`config.mk`:
```
export PLATFORM = sky130hd
export DESIGN_NAME = inst_fetch_queue_flat
export DESIGN_NICKNAME = d
export VERILOG_FILES = /design/src/rtl/inst_fetch_queue_if.sv /design/src/rtl/inst_fetch_queue.sv /design/src/flat_wrapper.sv
export SDC_FILE = /design/constraint.sdc
export NUM_CORES = 1
export LEC_CHECK = 0
export ABC_AREA = 1
export BUFFER_PORTS_ARGS = -buffer_cell sky130_fd_sc_hd__buf_2
export CORE_UTILIZATION = 50
export DETAILED_ROUTE_END_ITERATION = 10
export PLACE_DENSITY = 0.69
export SLEW_MARGIN = 20
export SYNTH_ARGS = -nofsm -noshare
export SYNTH_HDL_FRONTEND = slang
export SYNTH_SLANG_ARGS = --single-unit
```
`constraint.sdc`:
```
create_clock -name clk -period 2.6 [get_ports clk]
set_input_delay 0.52 -clock clk [delete_from_list [all_inputs] [get_ports clk]]
set_output_delay 0.52 -clock clk [all_outputs]
set_load 0.03 [all_outputs]
```
`src/rtl/inst_fetch_queue_if.sv`:
```
// Bus bundle for the instruction fetch queue: the memory read channel and the
// datapath delivery channel.
//
// Handshakes:
//   memory   : mem_req is held high with a stable mem_addr until the one-cycle
//              mem_ack pulse returns mem_rdata; a request is never withdrawn.
//   datapath : inst_valid/inst_ready. A head entry transfers on a rising edge
//              where both are high and redirect is low; inst_out/inst_pc are
//              meaningful only while inst_valid is high.
interface inst_fetch_queue_if;
  logic        mem_req;
  logic [31:0] mem_addr;
  logic        mem_ack;
  logic [31:0] mem_rdata;
  logic        inst_valid;
  logic [31:0] inst_out;
  logic [31:0] inst_pc;
  logic        inst_ready;
  logic        redirect;
  logic [31:0] redirect_pc;

  // Fetch queue side.
  modport master (
    output mem_req, mem_addr, inst_valid, inst_out, inst_pc,
    input  mem_ack, mem_rdata, inst_ready, redirect, redirect_pc
  );

  // Memory and datapath side.
  modport slave (
    input  mem_req, mem_addr, inst_valid, inst_out, inst_pc,
    output mem_ack, mem_rdata, inst_ready, redirect, redirect_pc
  );
endinterface

```
`src/rtl/inst_fetch_queue.sv`:
```
// Instruction fetch front end: owns the fetch PC, issues word reads to
// instruction memory and buffers {pc, inst} pairs in a small prefetch FIFO.
// A redirect flushes the FIFO and restarts fetch; a read already in flight
// is allowed to complete but its data is discarded.
module inst_fetch_queue #(
  parameter int          DEPTH    = 4,
  parameter logic [31:0] RESET_PC = 32'h0000_0000,
  localparam int         CW       = $clog2(DEPTH + 1),
  localparam int         PW       = $clog2(DEPTH)
) (
  input  logic                   clk,
  input  logic                   rst,
  inst_fetch_queue_if.master     bus,
  output logic [1:0]             o_dbg_state,
  output logic [CW-1:0]          o_dbg_count
);

  typedef enum logic [1:0] {
    S_IDLE = 2'd0,  // nothing outstanding
    S_WAIT = 2'd1,  // request outstanding, data wanted
    S_DROP = 2'd2   // request outstanding, data to be discarded
  } state_t;

  state_t        r_state;
  state_t        w_next_state;
  logic [31:0]   r_fetch_pc;
  logic [31:0]   r_req_addr;
  logic [31:0]   r_pc_mem   [DEPTH];
  logic [31:0]   r_inst_mem [DEPTH];
  logic [PW-1:0] r_rd_ptr;
  logic [PW-1:0] r_wr_ptr;
  logic [CW-1:0] r_count;

  logic          w_pop;
  logic          w_push;
  logic          w_space_now;
  logic          w_space_after;
  logic [CW:0]   w_count_after;
  logic [31:0]   w_redirect_pc;
  logic          w_unused_bits;

  // The low two bits of a redirect target are forced to zero (word fetch).
  assign w_redirect_pc = {bus.redirect_pc[31:2], 2'b00};
  assign w_unused_bits = &{1'b0, bus.redirect_pc[1:0]};

  // Redirect wins over both push and pop in the same cycle.
  assign w_pop  = bus.inst_valid & bus.inst_ready & ~bus.redirect;
  assign w_push = bus.mem_ack & (r_state == S_WAIT) & ~bus.redirect;

  // Space checks: now (for a fresh request from IDLE) and after this cycle's
  // push/pop (for back-to-back requests from WAIT).
  assign w_space_now   = (r_count < CW'(DEPTH));
  assign w_count_after = {1'b0, r_count} + (CW+1)'(1) - (CW+1)'(w_pop);
  assign w_space_after = (w_count_after < (CW+1)'(DEPTH));

  // State register.
  always_ff @(posedge clk or negedge rst) begin
    if (!rst) r_state <= S_IDLE;
    else      r_state <= w_next_state;
  end

  // Next-state logic for the memory request FSM.
  always_comb begin
    w_next_state = r_state;
    case (r_state)
      S_IDLE: begin
        if (!bus.redirect && w_space_now) w_next_state = S_WAIT;
      end
      S_WAIT: begin
        if (bus.redirect)     w_next_state = bus.mem_ack ? S_IDLE : S_DROP;
        else if (bus.mem_ack) w_next_state = w_space_after ? S_WAIT : S_IDLE;
      end
      S_DROP: begin
        if (bus.mem_ack) w_next_state = S_IDLE;
      end
      default: w_next_state = S_IDLE;
    endcase
  end

  // FSM outputs: a request is outstanding in every state but IDLE.
  always_comb begin
    bus.mem_req  = (r_state != S_IDLE);
    bus.mem_addr = r_req_addr;
    o_dbg_state  = r_state;
  end

  // Fetch PC and request address; req_addr only moves when a new request starts.
  always_ff @(posedge clk or negedge rst) begin
    if (!rst) begin
      r_fetch_pc <= RESET_PC;
      r_req_addr <= RESET_PC;
    end else begin
      if (bus.redirect)  r_fetch_pc <= w_redirect_pc;
      else if (w_push)   r_fetch_pc <= r_fetch_pc + 32'd4;

      if (r_state == S_IDLE && w_next_state == S_WAIT) r_req_addr <= r_fetch_pc;
      else if (w_push && w_space_after)                r_req_addr <= r_fetch_pc + 32'd4;
    end
  end

  // FIFO occupancy and pointers; a redirect empties the queue.
  always_ff @(posedge clk or negedge rst) begin
    if (!rst) begin
      r_rd_ptr <= '0;
      r_wr_ptr <= '0;
      r_count  <= '0;
    end else if (bus.redirect) begin
      r_rd_ptr <= '0;
      r_wr_ptr <= '0;
      r_count  <= '0;
    end else begin
      if (w_push) r_wr_ptr <= r_wr_ptr + PW'(1);
      if (w_pop)  r_rd_ptr <= r_rd_ptr + PW'(1);
      case ({w_push, w_pop})
        2'b10:   r_count <= r_count + CW'(1);
        2'b01:   r_count <= r_count - CW'(1);
        default: r_count <= r_count;
      endcase
    end
  end

  // FIFO storage of {pc, inst}; cleared on reset so the head reads zero.
  always_ff @(posedge clk or negedge rst) begin
    if (!rst) begin
      for (int i = 0; i < DEPTH; i++) begin
        r_pc_mem[i]   <= '0;
        r_inst_mem[i] <= '0;
      end
    end else if (w_push) begin
      r_pc_mem[r_wr_ptr]   <= r_req_addr;
      r_inst_mem[r_wr_ptr] <= bus.mem_rdata;
    end
  end

  // Head of queue presented combinationally to the datapath.
  always_comb begin
    bus.inst_valid = (r_count != '0);
    bus.inst_out   = r_inst_mem[r_rd_ptr];
    bus.inst_pc    = r_pc_mem[r_rd_ptr];
    o_dbg_count    = r_count;
  end

endmodule

```
`src/flat_wrapper.sv`:
```
// flat-port wrapper written by rule: the top's interface ports become plain ports
module inst_fetch_queue_flat 
#(
  parameter int          DEPTH    = 4,
  parameter logic [31:0] RESET_PC = 32'h0000_0000,
  localparam int         CW       = $clog2(DEPTH + 1),
  localparam int         PW       = $clog2(DEPTH)
)
  (clk, rst, o_dbg_state, o_dbg_count, bus_mem_req, bus_mem_addr, bus_inst_valid, bus_inst_out, bus_inst_pc, bus_mem_ack, bus_mem_rdata, bus_inst_ready, bus_redirect, bus_redirect_pc);
  inst_fetch_queue_if bus_i ();
  input  logic clk;
  input  logic rst;
  output logic [1:0] o_dbg_state;
  output logic [CW-1:0] o_dbg_count;
  output wire logic [$bits(bus_i.mem_req)-1:0] bus_mem_req;
  output wire logic [$bits(bus_i.mem_addr)-1:0] bus_mem_addr;
  output wire logic [$bits(bus_i.inst_valid)-1:0] bus_inst_valid;
  output wire logic [$bits(bus_i.inst_out)-1:0] bus_inst_out;
  output wire logic [$bits(bus_i.inst_pc)-1:0] bus_inst_pc;
  input wire logic [$bits(bus_i.mem_ack)-1:0] bus_mem_ack;
  input wire logic [$bits(bus_i.mem_rdata)-1:0] bus_mem_rdata;
  input wire logic [$bits(bus_i.inst_ready)-1:0] bus_inst_ready;
  input wire logic [$bits(bus_i.redirect)-1:0] bus_redirect;
  input wire logic [$bits(bus_i.redirect_pc)-1:0] bus_redirect_pc;
  assign bus_mem_req = bus_i.mem_req;
  assign bus_mem_addr = bus_i.mem_addr;
  assign bus_inst_valid = bus_i.inst_valid;
  assign bus_inst_out = bus_i.inst_out;
  assign bus_inst_pc = bus_i.inst_pc;
  assign bus_i.mem_ack = bus_mem_ack;
  assign bus_i.mem_rdata = bus_mem_rdata;
  assign bus_i.inst_ready = bus_inst_ready;
  assign bus_i.redirect = bus_redirect;
  assign bus_i.redirect_pc = bus_redirect_pc;
  inst_fetch_queue #(.DEPTH(DEPTH), .RESET_PC(RESET_PC)) u_core (.clk(clk), .rst(rst), .bus(bus_i), .o_dbg_state(o_dbg_state), .o_dbg_count(o_dbg_count));
endmodule
```
==> results of run 1 <==
final timing paths:
check / end / slack, ns / cells after the start
worst max-delay path: bus_inst_pc[10] / 0.04 / 4
worst min-delay path: u_core.o_dbg_state[1]$_DFF_PN0_ / 0.22 / 2
worst max register to register: u_core.bus.mem_addr[16]$_DFFE_PN0P_ / 0.68 / 7
worst min register to register: u_core.r_inst_mem[77]$_DFFE_PN0P_ / 0.48 / 2
max in group asynchronous: u_core.r_rd_ptr[0]$_DFFE_PN0P_ / 1.28 / 3
min in group asynchronous: u_core.r_inst_mem[87]$_DFFE_PN0P_ / 0.56 / 2
metrics by stage:
| stage | hold WS (ns) | instance area, um^2 |
|---|---|---|
| floorplan | 0.224 | 14500 |
| global placement | 0.460 | 15800 |
| global route | 0.220 | 17200 |
| finish | 0.215 | 17200 |
| detailed placement | 0.468 | 15800 |
| CTS | 0.204 | 17200 |
cell usage after synthesis:
cell / n / area [um^2]
nor2_2: 4 / 25.0
nand3_1: 77 / 385
o221ai_1: 1 / 8.76
nand3_2: 1 / 10.0
buf_2: 38 / 190
ha_1: 5 / 62.6
nor3_1: 1 / 5.00
a21oi_1: 4 / 20.0
and2_1: 1 / 6.26
nor2_8: 1 / 20.0
fa_1: 1 / 20.0
buf_4: 7 / 52.6
clkinv_1: 2 / 7.51
nand2_2: 6 / 37.5
clkbuf_1: 61 / 229
o211ai_1: 4 / 30.0
o21ai_0: 267 / 1340
conb_1: 1 / 3.75
nor3_2: 1 / 10.0
nand2_1: 521 / 1960
o21ai_1: 117 / 586
nor2_1: 172 / 646
xnor2_1: 8 / 70.1
nand4_1: 3 / 18.8
buf_6: 2 / 22.5
inv_2: 4 / 15.0
xor2_1: 8 / 70.1
o22ai_1: 62 / 388
buf_1: 5 / 18.8
dfrtp_1: 317 / 7930
inv_1: 94 / 353
metal layers:
metal | share of wire | up-vias
met2 | 0.47 | 353
met1 | 0.46 | 6001
li1 | - | 6123
met4 | 0.024 | 0
met5 | 0 | -
met3 | 0.052 | 60
registers in the layout, indices dropped and copies added (netlist names):
name	count
u_core.o_dbg_state	2
u_core.r_rd_ptr	2
u_core.r_inst_mem	128
u_core.r_fetch_pc	30
u_core.bus.mem_addr	30
u_core.o_dbg_count	3
u_core.r_pc_mem	120
u_core.r_wr_ptr	2
worst max-delay path: stages, from the launching register on:
cell and delay (ns):
dfrtp_4 0.44, buf_4 0.40, o21ai_0 0.16, o22ai_1 0.28, buf_2 0.26
where the power goes:
| group | total (mW) | switching (mW) | internal (mW) |
|---|---|---|---|
| Sequential | 7.11 | 0.927 | 6.18 |
| Clock | 5.64 | 2.03 | 3.61 |
| Combinational | 6.65 | 4.65 | 2.00 |
| Total | 19.4 | 7.60 | 11.8 |
cells by family after synthesis:
logic type	count (synthesis)
adder cells (fa/ha/maj)	6
buffers and inverters	213
AND/OR/NAND/NOR	788
other	1
AO/OA/AOI/OAI	455
XOR/XNOR	16
flip-flops	317
final cells by class:
type	count	area [um^2]	area share
clock buffers	47	1030	0.0601
multi-input cells	1269	5760	0.334
clock inverters	18	307	0.0178
flip-flops and latches	317	7940	0.461
inverters	100	377	0.0219
well taps	384	480	0.0279
repair buffers	197	1320	0.0767
timing repair:
item	CTS	global route
endpoints found under the setup margin	1	8
gates resized for setup	1	1
endpoints found under the hold margin	27	0
hold buffers	1	0
cloned	0	2
==> results.json, run 1 <==
{
  "status": "completed",
  "cts.path.max_buffers": 3,
  "worst-path-max-fanout": 41,
  "grt_max_degree": 125,
  "tightest_slew_ns": 0.593,
  "crit_arrival_ns": 2.04,
  "layout-drive-gt1-share": 0.143,
  "met1_usage": 0.354,
  "yosys.area_share.simple": 0.215,
  "power_density_mw_per_mm2": 1130,
  "rows": 62,
  "cp-startpoint": "u_core.r_rd_ptr[0]$_DFFE_PN0P_",
  "fp.dieArea_mm2": 0.0298,
  "first_global_vias": 12400,
  "slew_viol_final": 0,
  "antenna_left": 0,
  "setup_tns_ns": 0,
  "relSlewSlack": 0.604,
  "ios": 172,
  "postSynthAreaPerCell_um2": 8.09,
  "met3_usage": 0.0316,
  "cts_buffers": 36,
  "drc_errors": 0,
  "gp_congestion": 0.916,
  "numPortBuffers": 165,
  "power_mw": 19.4,
  "drtIter0Drc": 1049,
  "grt_pass1_wl_um": 62100,
  "initial_core_util": 0.508,
  "drv_cap": 0,
  "max_freq_mhz": 390,
  "drt_pass1_iterations": 5,
  "layout.nets": 1996,
  "synth.distinct_cells": 31,
  "coreArea_mm2": 0.0286,
  "hold_class": "input pin to flop",
  "synthAdderAreaFrac": 0.00568,
  "period_needed_ns": 2.56,
  "pre_cts_ws_ns": 0.424,
  "routed_wl_um": 37300,
  "num_antenna_cells": 0,
  "dieWidth_um": 173,
  "netlist_instances": 1796,
  "use_met2": 0.417,
  "busiest_layer": "met2",
  "postCtsSetupBuffers": 0,
  "clock-sinks": 317,
  "rsz0062_at_grt": "yes",
  "synth.yosys.warnings": 0,
  "synth_compound_area_frac": 0.163,
  "synth_top_family_by_area": "simple AND/OR/NAND/NOR gates",
  "crit_path_start_kind": "flop",
  "cts_root_buf": "clkbuf_16",
  "synth.mux.area_fraction": 0,
  "synth_seq_area_share": 0.546,
  "dp_hpwl_um": 23200,
  "fin_crit_sh": 0.986,
  "h-tree-depth": 2,
  "antenna_found_initial": 0,
  "ys_seq_elements": 317,
  "hold_viol": 0,
  "skew_ns": 0.0147,
  "insertion_delay_ns": 0.52,
  "grt_usage": 0.255,
  "layout_commonest_cell": "nand2_1",
  "layout_common_cells": "nand2_1 (521), dfrtp_1 (315), o21ai_0 (267)",
  "die_y_um": 173,
  "clkTransAtPathRegs_ns": 0.06,
  "syn2layout_area_growth_pct": 18.4,
  "timing.rr.start": "u_core.r_fetch_pc[3]$_DFFE_PN0N_",
  "p_leak_nw": 8.48,
  "syn_area_mm2": 0.0145,
  "grt_overflow": 0,
  "endpoint_kind": "output port",
  "setup_ws_ns": 0.0356,
  "placedCellCount": 2264,
  "holdCritStartpoint": "bus_mem_ack",
  "route.detailed.wl_per_inst_um": 16.0,
  "cts_tree": "done",
  "vias": 12500,
  "layout.cells.non_filler": 2332,
  "synthXorXnorAreaFrac": 0.00964,
  "vias_per_cell": 5.38,
  "vdd_drop_max_uv": 602,
  "setup_violations": 0,
  "required_ns": 2.08,
  "nFillCells": 2572,
  "setup.worst_path.class": "flop to output port",
  "post-route-util": 0.601
}
No activity file was read; power rests on OpenSTA's default activity.
==> inputs of run 2 (changes only) <==
--- a/config.mk
+++ b/config.mk
@@ -10,6 +10,7 @@
 export CORE_UTILIZATION = 50
 export DETAILED_ROUTE_END_ITERATION = 10
 export PLACE_DENSITY = 0.69
+export RECOVER_POWER = 25
 export SLEW_MARGIN = 20
 export SYNTH_ARGS = -nofsm -noshare
 export SYNTH_HDL_FRONTEND = slang
==> results.json, run 2 (synthesis results as in run 1) <==
{
  "numPortBuffers": 165,
  "worst-r2r-cell-count": 7,
  "hold_viol": 0,
  "layout.cells.non_filler": 2332,
  "grt_max_degree": 125,
  "post-route-util": 0.600,
  "final_area_mm2": 0.0172,
  "cts_root_buf": "clkbuf_16",
  "setup_violations": 0,
  "p_switching_mw": 7.59,
  "max_freq_mhz": 388,
  "vdd_drop_max_uv": 599,
  "fin_crit_sh": 0.990,
  "power_mw": 19.4,
  "cts_tree": "done",
  "nFillCells": 2579,
  "grt_pass1_wl_um": 62100,
  "pre_cts_ws_ns": 0.424,
  "num_antenna_cells": 0,
  "layout-drive-gt1-share": 0.142,
  "route.detailed.wl_per_inst_um": 16.0,
  "multiInputGateArea_mm2": 0.00575,
  "initial_core_util": 0.508,
  "violations": "max-capacitance violations, max-slew violations",
  "slew_viol_final": 68,
  "required_ns": 2.08,
  "setup.worst_path.class": "flop to output port",
  "layout_commonest_cell": "nand2_1",
  "grt_usage": 0.255,
  "die_y_um": 173,
  "first_global_vias": 12400,
  "p_int_mw": 11.8,
  "ios": 172,
  "crit_path_start_kind": "flop",
  "clock-sinks": 317,
  "register_area_mm2": 0.00794,
  "p_clk_frac": 0.291,
  "endpoint_kind": "output port",
  "antenna_found_initial": 0,
  "largest_reg_flops": 128,
  "insertion_delay_ns": 0.52,
  "crit_cells": 5,
  "layout_common_cells": "nand2_1 (521), dfrtp_1 (315), o21ai_0 (267)",
  "dieWidth_um": 173,
  "placedCellCount": 2264,
  "routed_wl_um": 37300,
  "slowest_delay_ns": 0.50,
  "p_leak_nw": 8.47,
  "h-tree-depth": 2,
  "hold_depth": 2,
  "relSlewSlack": -0.127,
  "postPlaceCellArea_mm2": 0.0158,
  "path_cells": "clkinv_2 -> buf_16 -> nor2_1 -> o22ai_1 -> buf_2",
  "worst_path_max_delay_cell": "dfrtp_4",
  "skew_ns": 0.0148,
  "power_density_mw_per_mm2": 1130,
  "setup_tns_ns": 0,
  "top_register": "u_core.r_inst_mem",
  "crit_arrival_ns": 2.06,
  "dp_hpwl_um": 23200,
  "rsz0062_at_grt": "yes",
  "drt_pass1_iterations": 5,
  "clkTransAtPathRegs_ns": 0.06,
  "antenna_left": 0,
  "cp_top_family": "buffers and inverters",
  "rows": 62,
  "setup_ws_ns": 0.0249,
  "grt_overflow": 0,
  "reg_top3": "u_core.r_inst_mem: 128 flops, u_core.r_pc_mem: 120 flops",
  "hold_class": "input pin to flop",
  "tightest_slew_ns": 1.69,
  "worst-path-max-fanout": 37,
  "period_needed_ns": 2.58,
  "coreArea_mm2": 0.0286,
  "layout.nets": 1996,
  "cts.path.max_buffers": 3,
  "holdWs_ns": 0.215,
  "cts_buffers": 36,
  "power_frac_seq": 0.367,
  "fp.dieArea_mm2": 0.0298,
  "drtIter0Drc": 1024,
  "vias": 12600,
  "sw_frac_of_total": 0.392,
  "gp_congestion": 0.916,
  "vias_per_cell": 5.40,
  "comb_power_share": 0.342,
  "critPathBufInv": 3,
  "drc_errors": 0,
  "syn2layout_area_growth_pct": 18.1,
  "drv_cap": 1,
  "status": "finished, violations left"
}
[run 2: layout make-up]
| cell class | instances | share of cell area |
|---|---|---|
| sequential | 317 | 0.462 |
| multi-input combinational | 1269 | 0.335 |
| timing repair buffer | 197 | 0.0748 |
| clock buffer | 47 | 0.0603 |
| tap | 384 | 0.0280 |
| inverter | 100 | 0.0219 |
| clock inverter | 18 | 0.0179 |
[run 2: worst paths after layout]
kind                       slack (ns)                             endpoint                               from
setup / recovery                 0.02                      bus_inst_pc[11]     u_core.r_rd_ptr[0]$_DFFE_PN0P_
hold / removal                   0.22      u_core.o_dbg_state[1]$_DFF_PN0_                        bus_mem_ack
setup reg to reg                 0.68  u_core.bus.mem_addr[16]$_DFFE_PN0P_   u_core.r_fetch_pc[3]$_DFFE_PN0N_
hold reg to reg                  0.48    u_core.r_inst_mem[77]$_DFFE_PN0P_  u_core.r_inst_mem[77]$_DFFE_PN0P_
max in group asynchronous        0.38    u_core.r_inst_mem[93]$_DFFE_PN0P_                                rst
min in group asynchronous        0.98    u_core.r_inst_mem[55]$_DFFE_PN0P_                                rst
[run 2: power by group through the flow]
stage,sequential (mW),clock (mW),combinational [mW]
5_1_grt,7.25,5.95,7.33
6_report,7.10,5.63,6.63
4_1_cts,7.08,5.74,6.63
3_5_place_dp,7.15,0,6.59
3_3_place_gp,7.11,0,6.48
2_1_floorplan,7.32,0,4.25
[run 2: repair_timing]
item | CTS | global route
setup buffers | 0 | 0
resized for setup | 1 | 1
hold buffers | 1 | 0
pin swaps | 0 | 0
cloned | 0 | 2
hold endpoints to repair | 27 | 0
endpoints found under the setup margin | 1 | 8
[run 2: routing by layer]
layer	track usage	part of all wire	vias up
li1	-	-	6133
met2	0.417	0.47	377
met3	0.0316	0.051	62
met4	0.0815	0.025	0
met1	0.354	0.46	6011
met5	0	0	-
